**config.mk**
```make
export PLATFORM = sky130hd
export DESIGN_NAME = rf_mp
export DESIGN_NICKNAME = d
export VERILOG_FILES = /design/src/rtl/rf_pkg.sv /design/src/rtl/rf_bypass_mux.sv /design/src/rtl/rf_mp.sv
export SDC_FILE = /design/constraint.sdc
export NUM_CORES = 2
export LEC_CHECK = 0
export ABC_AREA = 0
export BUFFER_PORTS_ARGS = -buffer_cell sky130_fd_sc_hd__buf_2
export CAP_MARGIN = 30
export CORE_ASPECT_RATIO = 1.2
export CORE_MARGIN = 1.5
export CORE_UTILIZATION = 24
export CTS_CLUSTER_SIZE = 24
export DETAILED_ROUTE_END_ITERATION = 10
export SLEW_MARGIN = 0
export SYNTH_ARGS = -nofsm -noshare
export SYNTH_HDL_FRONTEND = slang
export SYNTH_HIERARCHICAL = 1
export SYNTH_SLANG_ARGS = --single-unit
```
**constraint.sdc**
```tcl
create_clock -name clk -period 9.7 [get_ports clk]
set_input_delay 0 -clock clk [delete_from_list [all_inputs] [get_ports clk]]
set_output_delay 0 -clock clk [all_outputs]
set_load 0.01 [all_outputs]
```
**src/rtl/rf_pkg.sv**
```systemverilog
// Shared types, default sizes and bus-slicing helpers for the multi-port register file.
package rf_pkg;

    typedef enum logic {
        CLEAR = 1'b0,
        READY = 1'b1
    } rf_state_e;

    localparam int DEF_DATA_W = 32;
    localparam int DEF_DEPTH  = 32;

    // Low bit of lane `port` in a flattened bus whose lanes are `width` bits wide.
    function automatic int unsigned lo_bit(input int unsigned port, input int unsigned width);
        return port * width;
    endfunction

endpackage

```
**src/rtl/rf_bypass_mux.sv**
```systemverilog
// One read port: stored entry, overridden by the highest-index matching write port,
// then forced to zero while clearing or when reading the hardwired zero register.
module rf_bypass_mux
    import rf_pkg::*;
#(
    parameter int DATA_W   = DEF_DATA_W,
    parameter int AW       = 5,
    parameter int NUM_WR   = 2,
    parameter int ZERO_REG = 1
) (
    input  logic [NUM_WR-1:0]        wr_en,
    input  logic [NUM_WR*AW-1:0]     wr_addr,
    input  logic [NUM_WR*DATA_W-1:0] wr_data,
    input  logic [AW-1:0]            rd_addr,
    input  logic [DATA_W-1:0]        stored,
    input  logic                     busy,
    output logic [DATA_W-1:0]        rd_data
);

    always_comb begin
        rd_data = stored;
        // Ascending scan so the highest-index matching port is the last to assign.
        for (int k = 0; k < NUM_WR; k++) begin
            if (wr_en[k] && (wr_addr[lo_bit(k, AW) +: AW] == rd_addr)) begin
                rd_data = wr_data[lo_bit(k, DATA_W) +: DATA_W];
            end
        end
        if (busy || ((ZERO_REG != 0) && (rd_addr == '0))) begin
            rd_data = '0;
        end
    end

endmodule

```
**src/rtl/rf_mp.sv**
```systemverilog
// Multi-port register file with same-cycle write bypass, write-conflict priority,
// optional zero register and a one-entry-per-cycle clear engine.
module rf_mp
    import rf_pkg::*;
#(
    parameter int DATA_W   = DEF_DATA_W,
    parameter int DEPTH    = DEF_DEPTH,
    parameter int NUM_RD   = 2,
    parameter int NUM_WR   = 2,
    parameter int ZERO_REG = 1,
    localparam int AW      = $clog2(DEPTH)
) (
    input  logic                     clk,
    input  logic                     rst,
    input  logic [NUM_WR-1:0]        wr_en,
    input  logic [NUM_WR*AW-1:0]     wr_addr,
    input  logic [NUM_WR*DATA_W-1:0] wr_data,
    input  logic [NUM_RD*AW-1:0]     rd_addr,
    output logic [NUM_RD*DATA_W-1:0] rd_data,
    input  logic                     clr_req,
    output logic                     busy
);

    rf_state_e         state_q, state_n;
    logic [AW-1:0]     clr_ptr_q, clr_ptr_n;
    logic [DATA_W-1:0] mem [DEPTH];
    logic              wr_ok;

    always_ff @(posedge clk) begin
        if (!rst) begin
            state_q   <= CLEAR;
            clr_ptr_q <= '0;
        end else begin
            state_q   <= state_n;
            clr_ptr_q <= clr_ptr_n;
        end
    end

    always_comb begin
        state_n   = state_q;
        clr_ptr_n = clr_ptr_q;
        case (state_q)
            CLEAR: begin
                clr_ptr_n = clr_ptr_q + AW'(1);
                if (clr_ptr_q == AW'(DEPTH - 1)) begin
                    state_n   = READY;
                    clr_ptr_n = '0;
                end
            end
            READY: begin
                if (clr_req) begin
                    state_n   = CLEAR;
                    clr_ptr_n = '0;
                end
            end
            default: begin
                state_n   = CLEAR;
                clr_ptr_n = '0;
            end
        endcase
    end

    assign busy  = (state_q == CLEAR) || !rst;
    // A clear request takes the array away this cycle, so that cycle's writes are lost.
    assign wr_ok = rst && (state_q == READY) && !clr_req;

    // Storage has no reset; the clear engine provides the defined contents.
    always_ff @(posedge clk) begin
        if (rst && (state_q == CLEAR)) begin
            mem[clr_ptr_q] <= '0;
        end else if (wr_ok) begin
            for (int k = 0; k < NUM_WR; k++) begin
                if (wr_en[k] &&
                    !((ZERO_REG != 0) && (wr_addr[lo_bit(k, AW) +: AW] == '0))) begin
                    mem[wr_addr[lo_bit(k, AW) +: AW]] <= wr_data[lo_bit(k, DATA_W) +: DATA_W];
                end
            end
        end
    end

    for (genvar j = 0; j < NUM_RD; j++) begin : g_rd
        logic [AW-1:0] addr;
        assign addr = rd_addr[j*AW +: AW];

        rf_bypass_mux #(
            .DATA_W   (DATA_W),
            .AW       (AW),
            .NUM_WR   (NUM_WR),
            .ZERO_REG (ZERO_REG)
        ) u_mux (
            .wr_en    (wr_en),
            .wr_addr  (wr_addr),
            .wr_data  (wr_data),
            .rd_addr  (addr),
            .stored   (mem[addr]),
            .busy     (busy),
            .rd_data  (rd_data[j*DATA_W +: DATA_W])
        );
    end

endmodule

```
==> results.yml <==
grt:
  first_global_vias: 51381
  grt-busiest-layer: "met2"
  gr-usage-met2: 0.329
  grt_use_met3: 0.0384
  antenna_found_initial: 19
  gr-usage-met1: 0.214
  grt_pass1_wl_um: 377000
  gr-usage-all-layers: 0.199
  grt-ovfl-total: 0
  grt_max_degree: 140
logic_synthesis:
  synthFlopType: "edfxtp_1"
  syn_avg_cell_area_um2: 9.88
  syn-cell-area_um2: 62300
  ys_seq_elements: 1030
  yosys-top-cells-area: "edfxtp_1, mux2i_1, o21ai_0"
  postSynth.asyncResetShare: 0
  synth-edff-count: 1024
  ys_types: 58
  syn-instance-count: 6306
  ys.warnings.count: 6
  synth_top_area_frac: 0.493
  yosys.area.top_type: "edfxtp_1"
  syn-num-nets: 6397
  yosysSeqAreaShare: 0.495
cts:
  htreeDepth: 3
  cts_sinks: 1030
  insertion_delay_ns: 0.76
  cts_resized: 0
  cts_tree: "done"
  clockRootBuffer: "clkbuf_16"
  post-cts-setup-buffers: 0
  cts_buffers: 95
  cts.path.max_buffers: 3
  clkTransAtPathRegs_ns: 0.07
timing:
  rsz0062_at_grt: "false"
  finalSetupTns_ns: 0
  period_needed_ns: 4.26
  fmax_mhz: 235
  clock-skew-final_ns: 0.0210
  hold_violations: 0
  slew_viol_final: 0
  worstMarginPinSlew_ns: 1.37
  relSlewSlack: 0.0866
  setup_viol: 0
  fin_crit_sh: 0.440
pwr:
  leakage_nw: 24.7
  ir_worst_vdd_v: 0.000103
  power_density_nw_per_um2: 138
floorplan:
  num_rows: 204
  io_pins: 154
  die_w_um: 468
  start_util: 0.242
  die_y_um: 561
  dieArea_um2: 263000
  core_um2: 258000
run:
  max_cap_violations: 0
cells_and_area:
  layout_common_cells: "nand2_1, o21ai_0, mux2i_1, edfxtp_1"
  layout_commonest_cell: "nand2_1"
  area_growth_pct: 13.1
  multi_input_area_um2: 29100
  final-seq-area_um2: 30900
  fin_nets: 6145
  drive_gt1_frac: 0.0999
  num-fill-cells: 26690
  final_util: 0.273
routing:
  drtIter0Drc: 6586
  num_vias: 53310
  wirelength_um: 271000
  wl_per_cell_um: 28.4
  postRouteAntennaNets: 0
  drt_first_pass_iters: 9
  vias_per_cell: 5.59
  post-route-drc-count: 0
status:
  outcome: "completed"
min_path:
  min_path_type: "in2reg"
worst_setup_path:
  cp-start-kind: "flip-flop"
  path_class: "reg2reg"
  rrSetupSlack_ns: 5.44
  critPathCaptureType: "flip-flop"
  arrival_ns: 4.76
  cp_max_fo: 48
  crit_required_ns: 10.20
placed_design:
  dp_hpwl_um: 159000
  place_congestion: 0.926
  io_buffers: 153
==> power breakdown <==
| part | leakage [nW] | switching (W) | internal, W |
|---|---|---|---|
| logic | 13.6 | 0.000721 | 0.000276 |
| registers | 9.62 | 0.0000143 | 0.00485 |
| clock network | 1.48 | 0.00182 | 0.00205 |
==> Yosys cell counts, drive strengths merged (4+ instances only) <==
master and number:
nor2 32, xnor2 20, clkbuf 483, nor3 75, nand3 196, edfxtp 1024, or2 4, nand2b 8
a21oi 198, inv 36, nand2 1233, nand4 70, a31oi 130, o21ai 1059, dfxtp 6, a21boi 4
buf 236, o31ai 64, o21bai 11, nor2b 10, mux2i 1024, o22ai 21, a22o 128, and3 4
nand3b 5, a22oi 192
==> metal layers <==
metal	vias up	share of wire
met5	-	0.00032
met4	12	0.11
met3	1155	0.093
met2	3569	0.47
met1	25842	0.33
li1	22732	-
==> layout make-up <==
| type | count | share of cell area |
|---|---|---|
| diodes | 9 | 0.000320 |
| well taps | 3399 | 0.0603 |
| multi-input cells | 4521 | 0.412 |
| clock buffers | 113 | 0.0354 |
| clock inverters | 59 | 0.00770 |
| inverters | 36 | 0.00192 |
| flip-flops and latches | 1030 | 0.438 |
| repair buffers | 370 | 0.0442 |
==> kinds of logic (layout without fill, tap and decap cells) <==
| group | count (synthesis) | count (layout) | synth area share |
|---|---|---|---|
| compound gates | 1819 | 1819 | 0.174 |
| simple gates | 1656 | 1656 | 0.112 |
| flops | 1030 | 1030 | 0.495 |
| mux | 1024 | 1024 | 0.164 |
| buf+inv | 755 | 578 | 0.0503 |
| xor+xnor | 20 | 20 | 0.00281 |
| fa+ha+maj | 2 | 2 | 0.000401 |
| other cells | 0 | 9 | 0 |
==> final timing paths <==
kind / end / from / cells past startpoint
hold reg to reg: clr_ptr_q[1]$_SDFFE_PN0P_ / clr_ptr_q[1]$_SDFFE_PN0P_ / 2
hold / removal: mem[2][9]$_DFFE_PP_ / wr_data[41] / 3
setup / recovery: mem[25][17]$_DFFE_PP_ / state_q$_SDFF_PN0_ / 6
setup reg to reg: mem[25][17]$_DFFE_PP_ / state_q$_SDFF_PN0_ / 6
==> what timing repair did <==
action / 4_1_cts / 5_1_grt
setup endpoints to repair: 0 / 0
hold buffers: 52 / 0
endpoints found under the hold margin: 830 / 0
==> registers in the layout, summed over array words and instances (netlist names) <==
name       flops
state_q        1
mem         1024
clr_ptr_q      5
==> critical path: stages (launching register included) <==
cell and delay, ns:
dfxtp_1 0.62, and4b_1 0.71, nand2_1 0.45, nor2_4 0.59
buf_4 0.75, o21ai_0 0.15, dlygate4sd3_1 0.60
==> per-stage QoR <==
stage / cell area (um^2) / hold slack, ns / cells / worst slack (ns) / total power [W]
after floorplan: 62300 / 0.184 / 6306 / 6.26 / 0.00550
after global placement: 66200 / 0.343 / 9272 / 5.60 / 0.00589
after detailed placement: 66800 / 0.344 / 9299 / 5.62 / 0.00590
after CTS: 70400 / 0.000910 / 9523 / 5.61 / 0.00968
after global routing: 70500 / 0.0340 / 9534 / 5.35 / 0.00988
final: 70500 / 0.0187 / 9537 / 5.44 / 0.00973
Note: power is estimated with default switching activity, not from simulation.
